$ cat src/rtl/prio_decoder_seq.sv
// ---------------------------------------------------------------------------
// prio_decoder_seq
//
// Buffered, handshaked N-to-2^N decoder. Binary priority codes arrive on a
// valid/ready input, are queued in a 2-entry FIFO, and leave as registered
// one-hot words on a valid/ready output.
//
// Parameters:
//   N          code width; output width is 2**N
//
// Ports:
//   clk        rising-edge clock
//   rst        asynchronous, active-high reset
//   en         block enable; 0 freezes the queue and blocks new input
//   din        binary code to decode
//   din_valid  din is valid this cycle
//   din_ready  block can accept din this cycle (combinational, no y_ready path)
//   y          registered one-hot decode of the current code (0 when idle)
//   y_valid    y holds a valid decode
//   y_ready    consumer accepts y this cycle
//   dec_cnt    (only with DEC_COUNT_EN) 8-bit wrapping count of output
//              handshakes
//
// Optional feature macro: DEC_COUNT_EN
// ---------------------------------------------------------------------------
module prio_decoder_seq #(
    parameter int N = 3
) (
    input  logic              clk,
    input  logic              rst,
    input  logic              en,
    input  logic [N-1:0]      din,
    input  logic              din_valid,
    output logic              din_ready,
    output logic [2**N-1:0]   y,
    output logic              y_valid,
    input  logic              y_ready
`ifdef DEC_COUNT_EN
    ,
    output logic [7:0]        dec_cnt
`endif
);

    localparam int W = 2**N;

    // Output stage states
    localparam logic ST_EMPTY = 1'b0;
    localparam logic ST_HOLD  = 1'b1;

    logic [N-1:0] r_fifo [2];
    logic         r_wr_ptr;
    logic         r_rd_ptr;
    logic [1:0]   r_count;
    logic         r_state;
    logic [W-1:0] r_y;

    logic         w_free;
    logic         w_push;
    logic         w_pop;

    function automatic logic [W-1:0] onehot(input logic [N-1:0] code);
        logic [W-1:0] v;
        v       = '0;
        v[code] = 1'b1;
        return v;
    endfunction

    // din_ready is gated by rst so it reads 0 during reset even if en=1.
    assign din_ready = ~rst & en & (r_count < 2'd2);
    assign w_push    = din_valid & din_ready;
    assign w_free    = (r_state == ST_EMPTY) | y_ready;
    assign w_pop     = en & w_free & (r_count != 2'd0);

    assign y         = r_y;
    assign y_valid   = (r_state == ST_HOLD);

    // FIFO storage: data only, contents are don't-care while count says empty.
    always_ff @(posedge clk) begin
        if (w_push) begin
            r_fifo[r_wr_ptr] <= din;
        end
    end

    always_ff @(posedge clk or posedge rst) begin
        if (rst) begin
            r_wr_ptr <= 1'b0;
            r_rd_ptr <= 1'b0;
            r_count  <= 2'd0;
        end else begin
            if (w_push) begin
                r_wr_ptr <= ~r_wr_ptr;
            end
            if (w_pop) begin
                r_rd_ptr <= ~r_rd_ptr;
            end
            case ({w_push, w_pop})
                2'b10:   r_count <= r_count + 2'd1;
                2'b01:   r_count <= r_count - 2'd1;
                default: r_count <= r_count;
            endcase
        end
    end

    // Output FSM: a pop always reloads y; a free stage without reload goes
    // idle and clears y so y is zero whenever y_valid is low.
    always_ff @(posedge clk or posedge rst) begin
        if (rst) begin
            r_state <= ST_EMPTY;
            r_y     <= '0;
        end else begin
            case (r_state)
                ST_EMPTY: begin
                    if (w_pop) begin
                        r_y     <= onehot(r_fifo[r_rd_ptr]);
                        r_state <= ST_HOLD;
                    end
                end
                ST_HOLD: begin
                    if (w_pop) begin
                        r_y     <= onehot(r_fifo[r_rd_ptr]);
                        r_state <= ST_HOLD;
                    end else if (y_ready) begin
                        r_y     <= '0;
                        r_state <= ST_EMPTY;
                    end
                end
                default: begin
                    r_y     <= '0;
                    r_state <= ST_EMPTY;
                end
            endcase
        end
    end

`ifdef DEC_COUNT_EN
    logic [7:0] r_dec_cnt;

    // Counts completed output handshakes regardless of en; wraps naturally.
    always_ff @(posedge clk or posedge rst) begin
        if (rst) begin
            r_dec_cnt <= 8'd0;
        end else if (y_valid & y_ready) begin
            r_dec_cnt <= r_dec_cnt + 8'd1;
        end
    end

    assign dec_cnt = r_dec_cnt;
`endif

endmodule

$ cat config.mk
export PLATFORM = sky130hd
export DESIGN_NAME = prio_decoder_seq
export DESIGN_NICKNAME = d
export VERILOG_FILES = /design/src/rtl/prio_decoder_seq.sv
export SDC_FILE = /design/constraint.sdc
export NUM_CORES = 1
export LEC_CHECK = 0
export BUFFER_PORTS_ARGS = -buffer_cell sky130_fd_sc_hd__buf_2
export CAP_MARGIN = 20
export CORE_MARGIN = 2
export CORE_UTILIZATION = 35
export CTS_CLUSTER_SIZE = 40
export DETAILED_ROUTE_END_ITERATION = 10
export PLACE_DENSITY = 0.63
export SLEW_MARGIN = 20
export SYNTH_ARGS = -nofsm -noshare
export SYNTH_HDL_FRONTEND = slang
export SYNTH_SLANG_ARGS = --single-unit
$ cat constraint.sdc
create_clock -name clk -period 2.65 [get_ports clk]
set_input_delay 0.265 -clock clk [delete_from_list [all_inputs] [get_ports clk]]
set_output_delay 0.265 -clock clk [all_outputs]
set_load 0.01 [all_outputs]
==> summary.txt, run 1 <==
Clock share of power: 0.161
Clk sinks: 19
Hold Crit Class: primary input to async pin
Final setup TNS: 0 ns
Die width: 52.6 um
Net load switching power: 0.299 mW
Post-detail-place hpwl: 1060 um
Antenna-violating nets left: 0
Crit path setup slack, layout: 1.03 ns
DR vias/cell: 5.02
Area of the multi-input gates: 297 um^2
First-pass GRT wire length: 2110 um
Fmax: 616 MHz
Initial Util: 0.371
Post-Route Skew: 0.00125 ns
Post-synthesis cell count: 59
Final setup viols: 0
First drt pass iteration count: 4
TritonCTS clock tree: built
DR WL met2: 695 um
Initial antenna violation count: 0
Hold_ws: -0.00665 ns
RSZ-0062 raised after global routing: false
Required time of the worst setup path: 2.87 ns
Area leader, netlist: dfrtp_1
M1 wire length: 555 um
Status: finished, violations left
Final Hold Fails: 13
Worst rel slew slack: 0.663
CTS root buffer: clkbuf_4
Final Max Tran Viols: 0
Register Area: 505 um^2
# IOs: 18
Gpl congestion: 0.736
Gate power share: 0.328
Grt total ovfl: 0
Setup repair bufs after CTS: 0
Iter 0 DRT Violations: 9
Final min period: 1.62 ns
Largest net degree at the start of global routing: 14
CP Launch Type: flop
Nets: 89
Critical Path Fanout Max: 5
Async S/R FF share, synth: 0.684
Setup WS pre-CTS: 1.03 ns
Sequential share of power: 0.511
Number of global-route vias before repair: 518
Htree depth: 1
Synth Register Bits: 19
Clock Latency Late Sink: 0.29 ns
CP endpoint kind: flop
Fin crit share: 0.613
Largest cells by area after synthesis: dfrtp_1 (39%), edfxtp_1 (22%), a22o_1 (8.5%), xnor2_1 (3.2%), mux2i_4 (2.7%)
Layout area overhead: 16.3%
Slew @ Worst Pin: 0.505 ns
TritonCTS Buffers: 3
Most frequent cell after synthesis: dfrtp_1
Clk buf depth: 2
Seq/Total Area, Yosys: 0.610
Diode count: 0
Internal: 0.587 mW
Arrival @ worst endpoint: 1.84 ns
Pwr per Cell Area: 919 mW/mm^2
Overall die height: 52.6 um
Synth Cell Area: 828 um^2
Failing checks: negative hold slack
Share of layout cells above drive strength 1: 0.354
Row count: 17
Maximum vdd drop: 0.000452 V
Via count: 537
Main flop type after synthesis: dfrtp_1
Top routing layer used: met4
Syn_area_per_cell: 14.0 um^2
Routed met3 length: 79 um
PostCTS Resize Cnt: 0
Netlist cell types: 23
Filler Cell Count: 216
Gr usage total: 0.111
Max Cap Viol: 0
Drt total wl: 1370 um
CORE AREA: 0.00223 mm^2
Port-buffer cells: 17
Reg clk slew, reported paths: 0.10 ns
# DRC: 0
Lkg Pwr: 0.443 nW
Post-Syn Nets: 68
Top cell type's share of synthesized area: 0.393
Die area: 0.00277 mm^2
Leading cell types by count after synthesis: dfrtp_1 (13), a22o_1 (8), edfxtp_1 (6)
Routed wire per std cell: 12.8 um
Number of synthesized flops with an enable pin: 6
CTS hold repair buffers: 0
Switch share: 0.337
Yosys warns: 0
Crit Path Class: flop to flop
## final cells by class
class,instances,share of cell area
inverters,4,0.0156
clock buffers,4,0.0273
repair buffers,17,0.0883
multi-input cells,35,0.308
well taps,28,0.0364
flip-flops and latches,19,0.525
## state kept, by name, indices dropped and copies added (netlist names)
register / count
r_wr_ptr: 1
r_count: 2
r_rd_ptr: 1
r_fifo: 6
y_valid: 1
y: 8
## metal layers
| metal | vias to the layer above | global-route usage |
|---|---|---|
| met1 | 262 | 0.112 |
| li1 | 255 | - |
| met5 | - | 0 |
| met4 | 0 | 0.0769 |
| met2 | 17 | 0.198 |
| met3 | 3 | 0.0257 |
## layout by cell type (no fill, tap or decap), drive strengths merged, types with 3 or more instances in the layout
cell type,n
a22o,8
buf,17
clkbuf,4
dfrtp,13
edfxtp,6
inv,4
nand2,3
nor2,3
xnor2,3
## kinds of logic after synthesis
| family | after synthesis | synth area share |
|---|---|---|
| buf+inv | 5 | 0.0317 |
| fa+ha+maj | 1 | 0.0151 |
| xor+xnor | 5 | 0.0529 |
| compound gates | 15 | 0.148 |
| simple gates | 13 | 0.115 |
| mux | 1 | 0.0272 |
| flops | 19 | 0.610 |
## final timing paths
| path | startpoint | to | slack (ns) | depth (start not counted) |
|---|---|---|---|---|
| setup / recovery | r_count[1]$_DFFE_PP0P_ | r_count[1]$_DFFE_PP0P_ | 1.03 | 6 |
| hold / removal | rst | r_count[0]$_DFFE_PP0P_ | -0.007 | 2 |
| setup reg to reg | r_count[1]$_DFFE_PP0P_ | r_count[1]$_DFFE_PP0P_ | 1.03 | 6 |
| hold reg to reg | r_wr_ptr$_DFFE_PP0N_ | r_wr_ptr$_DFFE_PP0N_ | 0.51 | 1 |
| max in group asynchronous | rst | y[4]$_DFFE_PP0P_ | 2.32 | 2 |
| min in group clk | din[1] | r_fifo[0][1]$_DFFE_PP_ | 0.16 | 1 |
## critical path, stage by stage, from the launching register on
cell and delay, ns:
dfrtp_1 0.44, o21ai_2 0.31, nor2_1 0.13, ha_1 0.23, xnor2_1 0.13, nor2_1 0.13, xor2_1 0.18
## stage by stage
stage | total power, mW | instance area, um^2 | util | cells
floorplan | 0.679 | 828 | - | 59
global placement | 0.741 | 937 | 0.420 | 103
detailed placement | 0.753 | 937 | 0.420 | 103
CTS | 0.901 | 963 | 0.431 | 107
global route | 0.947 | 963 | 0.431 | 107
finish | 0.886 | 963 | 0.431 | 107
## power groups by stage
stage / clock network [mW] / registers [mW] / logic, mW
4_1_cts: 0.151 / 0.454 / 0.296
5_1_grt: 0.169 / 0.462 / 0.316
6_report: 0.143 / 0.453 / 0.290
2_1_floorplan: 0 / 0.454 / 0.225
3_3_place_gp: 0 / 0.457 / 0.283
3_5_place_dp: 0 / 0.460 / 0.293
Power figures use the tool's default switching activity.
==> inputs of run 2 (changes only) <==
==> constraint.sdc (replaced) <==
create_clock -name clk -period 1.5 [get_ports clk]
set_input_delay 0.15 -clock clk [delete_from_list [all_inputs] [get_ports clk]]
set_output_delay 0.15 -clock clk [all_outputs]
set_load 0.01 [all_outputs]
==> run 2 against run 1 <==
Net effect: the flow now finishes without violations; critical path depth unchanged; global-route usage up 0.36 points; register-to-register slack worse by 0.97 ns; wire length up 1.2%; clock-buffer cell count unchanged; utilization up 2.7 points; fmax up 12%; worst hold slack better by 0.051 ns; cell count up 5.6%; worst setup slack worse by 0.97 ns; critical path type unchanged; largest power group unchanged; highest routed layer is now met3.
==> summary.txt, run 2 (synthesis gave the netlist of run 1 again) <==
CORE AREA: 0.00223 mm^2 (unchanged)
Share of layout cells above drive strength 1: 0.424 (was 0.354)
Diode count: 0 (unchanged)
Routed wire per std cell: 12.2 um (was 12.8 um)
Crit Path Class: flop to flop (unchanged)
Row count: 17 (unchanged)
Arrival @ worst endpoint: 1.66 ns (was 1.84 ns)
Post-Route Skew: 0.00675 ns (was 0.00125 ns)
Placed cells: 107 (was 103)
Worst-path cell chain: nor3b_2 -> nand2_1 -> ha_2 -> xnor2_2 -> nor2_2 -> xor2_1 (was o21ai_2 -> nor2_1 -> ha_1 -> xnor2_1 -> nor2_1 -> xor2_1)
Final min period: 1.45 ns (was 1.62 ns)
Clk sinks: 19 (unchanged)
Nets: 95 (was 89)
Final cell count without fillers: 113 (was 107)
Post-DP Area: 967 um^2 (was 937 um^2)
Worst rel slew slack: 0.672 (was 0.663)
CP endpoint kind: flop (unchanged)
Critical path's largest stage delay: 0.43 ns (was 0.44 ns)
Setup WS pre-CTS: 0.0245 ns (was 1.03 ns)
Status: complete, no violations (was finished, violations left)
Initial Util: 0.371 (unchanged)
# DRC: 0 (unchanged)
Commonest non-fill, non-tap cell in the layout: buf_2 (unchanged)
First drt pass iteration count: 3 (was 4)
Delay-heaviest family, CP: simple AND/OR/NAND/NOR gates (was flip-flops)
Required time of the worst setup path: 1.71 ns (was 2.87 ns)
Buf/Inv on CP: 0 (unchanged)
Number of global-route vias before repair: 560 (was 518)
Layout area overhead: 23.6% (was 16.3%)
Pwr per Cell Area: 1610 mW/mm^2 (was 919 mW/mm^2)
Final Instance Area: 0.00102 mm^2 (was 963 um^2)
Maximum vdd drop: 0.000909 V (was 0.000452 V)
Lkg Pwr: 0.476 nW (was 0.443 nW)
Final core utilization: 0.458 (was 0.431)
Gpl congestion: 0.698 (was 0.736)
Post-detail-place hpwl: 1130 um (was 1060 um)
Fmax: 690 MHz (was 616 MHz)
Reg clk slew, reported paths: 0.10 ns (about the same)
CTS root buffer: clkbuf_4 (unchanged)
Die width: 52.6 um (unchanged)
Overall die height: 52.6 um (unchanged)
# IOs: 18 (unchanged)
Slew @ Worst Pin: 0.492 ns (was 0.505 ns)
Hold Crit Class: primary input to flop (was primary input to async pin)
Max reg flops: 8 (unchanged)
Most frequent cells in the layout: buf_2 (17), dfrtp_1 (13), a22o_1 (8), edfxtp_1 (6), buf_4 (5) (was buf_2 (17), dfrtp_1 (13), a22o_1 (8), edfxtp_1 (6), inv_1 (4))
Clk buf depth: 2 (unchanged)
Final Hold Fails: 0 (was 13)
First-pass GRT wire length: 2300 um (was 2110 um)
Crit path setup slack, layout: 0.0515 ns (was 1.03 ns)
Iter 0 DRT Violations: 5 (was 9)
CP Launch Type: flop (unchanged)
Htree depth: 1 (unchanged)
Final Max Tran Viols: 0 (unchanged)
Largest net degree at the start of global routing: 14 (unchanged)
Final setup viols: 0 (unchanged)
TritonCTS Buffers: 3 (unchanged)
Critical Path Fanout Max: 3 (was 5)
Clock Latency Late Sink: 0.28 ns (was 0.29 ns)
Max Cap Viol: 0 (unchanged)
Drt total wl: 1380 um (was 1370 um)
Gr usage total: 0.115 (was 0.111)
TritonCTS clock tree: built (unchanged)
Die area: 0.00277 mm^2 (unchanged)
Initial antenna violation count: 0 (unchanged)
Grt total ovfl: 0 (unchanged)
Antenna-violating nets left: 0 (unchanged)
DR vias/cell: 4.91 (was 5.02)
Via count: 555 (was 537)
Port-buffer cells: 17 (unchanged)
RSZ-0062 raised after global routing: true (was false)
Slowest CP cell: dfrtp_1 (unchanged)
Fin crit share: 0.966 (was 0.613)
==> run 2: cell types whose count changed in the layout (fill, tap and decap cells not counted) <==
cell,previous run,this run
buf_4,0,5
nor2_2,0,1
nor2_1,3,2
ha_1,1,0
xnor2_1,3,2
dlygate4sd3_1,0,1
ha_2,0,1
xnor2_2,0,1
==> run 2: area by class of cell <==
cell class              instances  area (um^2)
inverters                       4         15.0
well taps                      28         35.0
clock buffers                   4         26.3
repair buffers                 23          133
flip-flops and latches         19          505
multi-input cells              35          309
fillers                       229         1210
==> run 2: final timing paths <==
check / start / to / slack [ns] / depth (start not counted)
setup / recovery: r_count[1]$_DFFE_PP0P_ / r_count[1]$_DFFE_PP0P_ / 0.05 / 6
hold / removal: din[2] / r_fifo[0][2]$_DFFE_PP_ / 0.04 / 1
setup reg to reg: r_count[1]$_DFFE_PP0P_ / r_count[1]$_DFFE_PP0P_ / 0.05 / 6
hold reg to reg: r_wr_ptr$_DFFE_PP0N_ / r_wr_ptr$_DFFE_PP0N_ / 0.50 / 1
max in group asynchronous: rst / r_rd_ptr$_DFFE_PP0P_ / 0.73 / 3
min in group asynchronous: rst / r_wr_ptr$_DFFE_PP0N_ / 0.44 / 3
==> run 2: worst register-to-register path, cell delays in order, from the launching register on <==
cell,delay [ns]
dfrtp_1,0.43
nor3b_2,0.21
nand2_1,0.14
ha_2,0.21
xnor2_2,0.13
nor2_2,0.13
xor2_1,0.14
==> run 2: power breakdown <==
| group | internal, mW | total, mW | switching, mW |
|---|---|---|---|
| Clock | 0.103 | 0.246 | 0.143 |
| Combinational | 0.336 | 0.608 | 0.272 |
| Sequential | 0.670 | 0.797 | 0.127 |
==> run 2: what timing repair did <==
| action | 4_1_cts | 5_1_grt |
|---|---|---|
| endpoints found under the hold margin | 13 | 0 |
| endpoints found under the setup margin | 1 | 1 |
| resized for setup | 0 | 3 |
| setup buffers | 1 | 0 |
| hold buffers | 1 | 0 |
| pin swaps | 0 | 4 |
==> run 2: metrics by stage <==
stage / total power [mW] / hold slack [ns] / setup TNS, ns
final: 1.65 / 0.0440 / 0
after global routing: 1.78 / 0.0322 / -0.0707
after CTS: 1.64 / 0.0381 / 0
after detailed placement: 1.38 / 0.222 / 0
after global placement: 1.35 / 0.212 / 0
after floorplan: 1.20 / 0.0270 / 0
==> run 2: metal layers <==
metal / part of all wire / vias up / GRT usage / wire [um]
met4: 0 / 0 / 0.0385 / 0
met1: 0.43 / 271 / 0.141 / 595
met5: 0 / - / 0 / 0
met2: 0.51 / 14 / 0.190 / 711
li1: - / 270 / - / -
met3: 0.054 / 0 / 0.0343 / 74
==> inputs of run 3 (changes only) <==
--- a/config.mk
+++ b/config.mk
@@ -9,10 +9,11 @@
 export CAP_MARGIN = 20
 export CORE_MARGIN = 2
 export CORE_UTILIZATION = 35
+export CTS_CLUSTER_DIAMETER = 150
 export CTS_CLUSTER_SIZE = 40
 export DETAILED_ROUTE_END_ITERATION = 10
+export HOLD_SLACK_MARGIN = 0.1
 export PLACE_DENSITY = 0.63
-export SLEW_MARGIN = 20
 export SYNTH_ARGS = -nofsm -noshare
 export SYNTH_HDL_FRONTEND = slang
 export SYNTH_SLANG_ARGS = --single-unit
==> run 3 against run 2 <==
Net effect: critical path depth stayed put; first-iteration DRC count increased by 40%; via count up 2.5%; sequential share of layout area is 2.7 points lower; clock skew about the same; cell count rose by 4.4%; largest cell class unchanged.
==> summary.txt, run 3 (synthesis gave the netlist of run 1 again) <==
Drt total wl: 1410 um (was 1380 um)
Crit Path Class: flop to flop (unchanged)
Diode count: 0 (unchanged)
Placed cells: 107 (unchanged)
Die area: 0.00277 mm^2 (unchanged)
Arrival @ worst endpoint: 1.63 ns (was 1.66 ns)
Final core utilization: 0.485 (was 0.458)
Antenna-violating nets left: 0 (unchanged)
Final cell count without fillers: 118 (was 113)
Layout area overhead: 30.8% (was 23.6%)
# DRC: 0 (unchanged)
Pwr per Cell Area: 1550 mW/mm^2 (was 1610 mW/mm^2)
Fin crit share: 0.944 (was 0.966)
Gr usage total: 0.118 (was 0.115)
Final Max Tran Viols: 0 (unchanged)
Nets: 100 (was 95)
Share of layout cells above drive strength 1: 0.422 (was 0.424)
Max reg flops: 8 (unchanged)
Reg clk slew, reported paths: 0.10 ns (about the same)
CTS root buffer: clkbuf_4 (unchanged)
Filler Cell Count: 218 (was 229)
Grt total ovfl: 0 (unchanged)
Largest net degree at the start of global routing: 14 (unchanged)
Slew @ Worst Pin: 0.492 ns (about the same)
Required time of the worst setup path: 1.71 ns (about the same)
Maximum vdd drop: 0.000911 V (was 0.000909 V)
Port-buffer cells: 17 (unchanged)
Row count: 17 (unchanged)
Worst rel slew slack: 0.672 (about the same)
Iter 0 DRT Violations: 7 (was 5)
Clk sinks: 19 (unchanged)
Post-detail-place hpwl: 1130 um (unchanged)
Hold Crit Class: primary input to flop (unchanged)
Lkg Pwr: 0.499 nW (was 0.476 nW)
Post-DP Area: 967 um^2 (unchanged)
Final Instance Area: 0.00108 mm^2 (was 0.00102 mm^2)
Fmax: 706 MHz (was 690 MHz)
Initial antenna violation count: 0 (unchanged)
Status: complete, no violations (unchanged)
Final min period: 1.42 ns (was 1.45 ns)
DR vias/cell: 4.82 (was 4.91)
Initial Util: 0.371 (unchanged)
Htree depth: 1 (unchanged)
CORE AREA: 0.00223 mm^2 (unchanged)
Gpl congestion: 0.698 (unchanged)
Die width: 52.6 um (unchanged)
Max Cap Viol: 0 (unchanged)
First-pass GRT wire length: 2390 um (was 2300 um)
Routed wire per std cell: 11.9 um (was 12.2 um)
Most frequent cells in the layout: buf_2 (17), dfrtp_1 (13), a22o_1 (8), buf_4 (6), edfxtp_1 (6) (was buf_2 (17), dfrtp_1 (13), a22o_1 (8), edfxtp_1 (6), buf_4 (5))
TritonCTS Buffers: 3 (unchanged)
Number of global-route vias before repair: 573 (was 560)
Post-Route Skew: 0.00674 ns (was 0.00675 ns)
Final setup viols: 0 (unchanged)
CP Launch Type: flop (unchanged)
RSZ-0062 raised after global routing: true (unchanged)
Total power: 1.68 mW (was 1.65 mW)
TritonCTS clock tree: built (unchanged)
Overall die height: 52.6 um (unchanged)
Reg-to-reg setup timing slack: 0.08 ns (was 0.05 ns)
Via count: 569 (was 555)
# IOs: 18 (unchanged)
CP endpoint kind: flop (unchanged)
Final Hold Fails: 0 (unchanged)
Clk buf depth: 2 (unchanged)
Clock Latency Late Sink: 0.28 ns (about the same)
Commonest non-fill, non-tap cell in the layout: buf_2 (unchanged)
First drt pass iteration count: 3 (unchanged)
Critical Path Fanout Max: 3 (unchanged)
-- run 3: worst paths after layout --
check / startpoint / end / cells past startpoint
max: r_count[1]$_DFFE_PP0P_ / r_count[1]$_DFFE_PP0P_ / 6
min: en / y_valid$_DFF_PP0_ / 4
max reg2reg: r_count[1]$_DFFE_PP0P_ / r_count[1]$_DFFE_PP0P_ / 6
min reg2reg: r_wr_ptr$_DFFE_PP0N_ / r_wr_ptr$_DFFE_PP0N_ / 1
max in group asynchronous: rst / r_rd_ptr$_DFFE_PP0P_ / 3
min in group asynchronous: rst / r_wr_ptr$_DFFE_PP0N_ / 3
-- run 3: per-stage QoR --
stage / setup WS [ns] / setup TNS, ns / hold slack (ns)
after floorplan: 0.00306 / 0 / 0.0270
final: 0.0840 / 0 / 0.266
after CTS: 0.0112 / 0 / 0.179
after detailed placement: 0.0245 / 0 / 0.222
after global placement: 0.0982 / 0 / 0.212
after global routing: -0.0454 / -0.0454 / 0.279
-- run 3: area by class of cell --
class / instances / area, um^2 / share of cell area
timing repair buffer: 28 / 180 / 0.166
sequential: 19 / 505 / 0.467
clock buffer: 4 / 26.3 / 0.0242
tap: 28 / 35.0 / 0.0323
inverter: 4 / 15.0 / 0.0139
multi-input combinational: 35 / 322 / 0.297
-- run 3: what timing repair did --
action,CTS,global route
pin swaps,0,5
gates cloned,0,0
endpoints found under the hold margin,20,0
setup endpoints to repair,1,1
buffers inserted,1,1
resized for setup,0,5
hold buffers,5,0
-- run 3: metal layers --
metal / up-vias / track usage / routed length [um]
li1: 277 / - / -
met1: 278 / 0.147 / 616
met2: 14 / 0.196 / 713
met3: 0 / 0.0343 / 79
met4: 0 / 0.0385 / 0
met5: - / 0 / 0
-- run 3: critical path, stage by stage (launching register included) --
cell and delay (ns):
dfrtp_1 0.43, nor3b_2 0.23, nand2_2 0.12, ha_4 0.18, xnor2_2 0.13, nor2_2 0.13
xor2_1 0.14
-- run 3: power by group --
group	total (mW)	switching (mW)	internal (mW)
Sequential	0.798	0.128	0.670
Clock	0.246	0.143	0.103
Combinational	0.635	0.279	0.356
Total	1.68	0.550	1.13
